--- config.mk ---
export PLATFORM = sky130hd
export DESIGN_NAME = demux1_2_stream
export DESIGN_NICKNAME = d
export VERILOG_FILES = /design/src/rtl/demux1_2_stream.sv
export SDC_FILE = /design/constraint.sdc
export NUM_CORES = 1
export LEC_CHECK = 0
export CORE_AREA = 8 8 63 65
export CTS_CLUSTER_DIAMETER = 40
export DETAILED_ROUTE_END_ITERATION = 16
export DIE_AREA = 0 0 71 73
export GPL_TIMING_DRIVEN = 0
export PLACE_DENSITY = 0.71
export SYNTH_ARGS = -nofsm -noshare
export SYNTH_HDL_FRONTEND = slang
export SYNTH_SLANG_ARGS = --single-unit
--- constraint.sdc ---
create_clock -name clk -period 1.8 [get_ports clk]
set_input_delay 0.27 -clock clk [delete_from_list [all_inputs] [get_ports clk]]
set_output_delay 0.27 -clock clk [all_outputs]
set_load 0.1 [all_outputs]
--- src/rtl/demux1_2_stream.sv ---
// 1-to-2 stream demultiplexer with an independent DEPTH-entry FIFO per output.
// Optional pop counters (pop_cnt_0/1) are enabled by defining DEMUX_COUNT_EN.
module demux1_2_stream #(
  parameter int unsigned WIDTH = 4,
  parameter int unsigned DEPTH = 2
) (
  input  logic             clk,
  input  logic             rst,
  input  logic [WIDTH-1:0] data_in,
  input  logic             sel,
  input  logic             in_valid,
  output logic             in_ready,
  output logic [WIDTH-1:0] data_out_0,
  output logic             out_valid_0,
  input  logic             out_ready_0,
  output logic [WIDTH-1:0] data_out_1,
  output logic             out_valid_1,
  input  logic             out_ready_1
`ifdef DEMUX_COUNT_EN
  ,
  output logic [15:0]      pop_cnt_0,
  output logic [15:0]      pop_cnt_1
`endif
);

  localparam int unsigned PW = $clog2(DEPTH);
  localparam int unsigned CW = $clog2(DEPTH) + 1;

  logic [WIDTH-1:0] mem    [2][DEPTH];
  logic [CW-1:0]    count  [2];
  logic [PW-1:0]    wr_ptr [2];
  logic [PW-1:0]    rd_ptr [2];
  logic [1:0]       full;
  logic [1:0]       push;
  logic [1:0]       pop;
  logic [1:0]       out_ready;

  assign out_ready = {out_ready_1, out_ready_0};

  // Acceptance depends only on sel and registered counts; a full FIFO never
  // accepts, even when it is being popped in the same cycle.
  always_comb begin
    full     = '0;
    pop      = '0;
    for (int unsigned k = 0; k < 2; k++) begin
      full[k] = (count[k] == CW'(DEPTH));
      pop[k]  = (count[k] != '0) && out_ready[k];
    end
    in_ready = !full[sel];
    push     = '0;
    push[0]  = in_valid && in_ready && !sel;
    push[1]  = in_valid && in_ready && sel;
  end

  always_ff @(posedge clk) begin
    if (rst) begin
      for (int unsigned k = 0; k < 2; k++) begin
        count[k]  <= '0;
        wr_ptr[k] <= '0;
        rd_ptr[k] <= '0;
        for (int unsigned j = 0; j < DEPTH; j++) begin
          mem[k][j] <= '0;
        end
      end
    end else begin
      for (int unsigned k = 0; k < 2; k++) begin
        if (push[k]) begin
          mem[k][wr_ptr[k]] <= data_in;
          wr_ptr[k]         <= wr_ptr[k] + 1'b1;
        end
        if (pop[k]) begin
          rd_ptr[k] <= rd_ptr[k] + 1'b1;
        end
        case ({push[k], pop[k]})
          2'b10:   count[k] <= count[k] + 1'b1;
          2'b01:   count[k] <= count[k] - 1'b1;
          default: count[k] <= count[k];
        endcase
      end
    end
  end

  assign data_out_0  = mem[0][rd_ptr[0]];
  assign data_out_1  = mem[1][rd_ptr[1]];
  assign out_valid_0 = (count[0] != '0);
  assign out_valid_1 = (count[1] != '0);

`ifdef DEMUX_COUNT_EN
  always_ff @(posedge clk) begin
    if (rst) begin
      pop_cnt_0 <= '0;
      pop_cnt_1 <= '0;
    end else begin
      if (pop[0]) pop_cnt_0 <= pop_cnt_0 + 16'd1;
      if (pop[1]) pop_cnt_1 <= pop_cnt_1 + 16'd1;
    end
  end
`endif

endmodule

==> impl_summary.txt <==
----------------------------------------------------
[Worst hold path]
  Startpoint of the most critical hold path ... in_valid
  Hold Path Class ... in -> reg

[Logic synthesis]
  Post-synth top flop ... sky130_fd_sc_hd__edfxtp_1
  Most repeated cell in the gate-level netlist after synthesis ... sky130_fd_sc_hd__edfxtp_1
  Distinct cell type count of the synthesized netlist ... 24
  Synth warnings ... 0
  Seq cells post-synth ... 24
  Cell Area, Synth ... 1320 um2
  Syn_area_per_cell ... 12.6 um2
  Cell count after synthesis ... 105
  Total nets after synthesis ... 120
  Yosys top cell by area ... sky130_fd_sc_hd__edfxtp_1
  Most area-consuming cells after synthesis ... sky130_fd_sc_hd__edfxtp_1, sky130_fd_sc_hd__mux2_2, sky130_fd_sc_hd__and2_1
  Seq/Total Area, Yosys ... 0.544
  Top cell types by occurrence after synthesis ... sky130_fd_sc_hd__edfxtp_1, sky130_fd_sc_hd__and2_1, sky130_fd_sc_hd__mux2_2, sky130_fd_sc_hd__inv_1, sky130_fd_sc_hd__nor2_1
  Top cell type's share of synthesized area ... 0.544
  Number of enable flip-flop cells after synthesis ... 24
  Fraction of registers with async set or reset after synthesis ... 0

[Finish]
  Signed area change from the synthesized netlist to the final layout ... 33.1%
  Non-filler instance count after layout ... 174
  Antenna cells ... 0
  Total Nets Final ... 157
  Share of layout cells above drive strength 1 ... 0.426

[Worst setup path]
  WP data required ... 1.87 ns
  Arrival time of data at the critical path endpoint ... 1.89 ns
  Critical Path Start Type ... primary input
  Launching point of the worst reg2reg path ... count[1][0]
  Launch point of the worst path ... sel
  Type of element capturing the critical path ... flip-flop
  Maximum fanout count along the critical path ... 4
  Crit Path Category ... in -> reg

[STA]
  Final hold violations ... 0
  Max-slew violation count ... 0
  Actual slew at the worst max-slew pin ... 0.433 ns
  Final setup vio count ... 1
  Post-route minimum period ... 1.82 ns
  Final sum of negative setup slack ... -0.0166 ns
  Post-layout worst setup margin ... -0.0166 ns
  Post-route clock period utilization ... 1.01
  Worst slew margin relative to its limit ... 0.711
  Unrepaired setup endpoints after global routing ... true
  Fmax ... 550 MHz
  Max Clock Skew ... 0.00328 ns

[Global routing]
  Maximum number of pins on one net before global-route repair ... 14
  Via count of the first global-routing pass ... 941
  First-pass GRT wire length ... 4.33 mm
  Total global routing overflow ... 0
  Total track usage ... 0.104
  Initial antenna violation count ... 0

[Detailed routing]
  Per-cell routed wire length ... 15.6 um
  Final ANT Viol Nets ... 0
  Routed wire length ... 2.72 mm
  Violation count after the first detailed-routing iteration ... 45
  Overall via count from detail_route ... 906
  Drt drc ... 0
  Average vias per placed instance ... 5.21
  Detailed-routing iteration count for the pre-antenna-repair pass ... 4

[Floorplan]
  Area of the core ... 2950 um2
  Width of the die ... 71 um
  Core Rows ... 20
  Die boundary height ... 73 um
  Area of the die ... 5180 um2
  Count of pins on the block boundary ... 21
  Initial core utilization ... 0.448

[Pwr]
  Peak supply drop ... 0.000513 V
  PwrDens ... 990 nW/um2
  Total design power ... 1.74 mW
  Leak Pwr ... 0.718 nW

[Place]
  Pre-CTS worst setup slack ... -0.845 ns
  Port Buf Inserts ... 20
  Gpl congestion ... 0.730
  Placed wire-length estimate after detailed placement ... 1.94 mm
  Number of placed cells counting well taps ... 158

[Status]
  Outcome ... complete, but fails checks
  Failing checks ... setup timing

[Clock network]
  TritonCTS clock tree ... done
  Clock latency reported for the late side of the worst-skew pair ... 0.31 ns
  Depth of the CTS H-tree ... 1
  CTS Hold Buffers Added ... 0
  TritonCTS Buffers ... 3
  Master cell of the clock root buffer ... sky130_fd_sc_hd__clkbuf_4
  Number of sinks driven by the clock tree ... 24
  Number of buffers between clock root and the deepest sink ... 2
  Clock transition at the registers of the reported paths ... 0.13 ns

[Flow run]
  # Max-Cap Violations ... 0

----------------------------------------------------
## power by group
part	internal, mW	leakage (nW)	switching, mW
logic	0.288	0.451	0.487
clock network	0.0808	0.0154	0.161
registers	0.682	0.251	0.0443
## cell type report
| type | instances | area, um2 |
|---|---|---|
| clock inverter | 1 | 3.75 |
| fill | 252 | 1190 |
| timing repair buffer | 32 | 278 |
| multi-input combinational | 71 | 653 |
| inverter | 8 | 32.5 |
| tap | 33 | 41.3 |
| sequential | 24 | 721 |
| buffer | 2 | 10.0 |
| clock buffer | 3 | 22.5 |
## metal layers
layer | share of wire | vias to the layer above | global-route usage
met4 | 0.0048 | 0 | 0.0162
met5 | 0 | - | 0
met2 | 0.54 | 15 | 0.203
li1 | - | 447 | -
met3 | 0.042 | 2 | 0.0261
met1 | 0.42 | 442 | 0.111
## critical path, cell delays in order
cell and delay [ns]:
sky130_fd_sc_hd__clkdlybuf4s50_1 0.55, sky130_fd_sc_hd__nand2_1 0.13, sky130_fd_sc_hd__or2_4 0.29, sky130_fd_sc_hd__buf_4 0.14
sky130_fd_sc_hd__ha_1 0.20, sky130_fd_sc_hd__nor2_2 0.15, sky130_fd_sc_hd__or2_2 0.12, sky130_fd_sc_hd__a21oi_1 0.05
## metrics by stage
step           utilization  instance area, um2  hold slack [ns]
6_report             0.597                1760            0.574
5_1_grt              0.597                1760            0.553
4_1_cts              0.560                1650            0.578
3_5_place_dp         0.536                1580            0.640
3_3_place_gp         0.536                1580            0.607
2_1_floorplan            -                1340            0.468
## what timing repair did
action                                  4_1_cts  5_1_grt
endpoints found under the hold margin         0        0
buffers inserted                              7        5
gates resized for setup                      68       21
pin swaps                                     1        4
endpoints found under the setup margin       15       19
## placed cells by master (no fill, tap or decap), types with 2 or more instances in the layout
master                            count
sky130_fd_sc_hd__nand2_1              2
sky130_fd_sc_hd__inv_1                6
sky130_fd_sc_hd__buf_2                2
sky130_fd_sc_hd__o21bai_1             4
sky130_fd_sc_hd__or2_2                2
sky130_fd_sc_hd__and2_1              16
sky130_fd_sc_hd__nand2b_1             4
sky130_fd_sc_hd__nor4b_2              4
sky130_fd_sc_hd__edfxtp_1            24
sky130_fd_sc_hd__clkdlybuf4s50_1      8
sky130_fd_sc_hd__ha_4                 2
sky130_fd_sc_hd__buf_4               12
sky130_fd_sc_hd__ha_2                 2
sky130_fd_sc_hd__mux2_2               8
sky130_fd_sc_hd__nor4_2               2
sky130_fd_sc_hd__nand2b_4             2
sky130_fd_sc_hd__nor2b_4              2
sky130_fd_sc_hd__clkbuf_4            12
sky130_fd_sc_hd__nor2_1               5
sky130_fd_sc_hd__a21o_1               3
## logic make-up after synthesis
| family | Yosys count | synth area share |
|---|---|---|
| buf+inv | 10 | 0.0302 |
| compound gates | 10 | 0.0529 |
| mux | 9 | 0.0766 |
| flops | 24 | 0.544 |
| xor+xnor | 1 | 0.00662 |
| simple gates | 46 | 0.242 |
| fa+ha+maj | 5 | 0.0473 |
## sequential cells by signal (all words and copies together) (netlist names)
| name | cells |
|---|---|
| count | 4 |
| mem | 16 |
| rd_ptr | 2 |
| wr_ptr | 2 |
## worst paths after layout
path	slack [ns]	endpoint	cells past startpoint
max	-0.02	count[1][1]	8
min	0.57	wr_ptr[0][0]	2
max reg2reg	0.01	count[0][1]	7
min reg2reg	0.69	wr_ptr[0][0]	1
(Power assumes the default switching activity.)
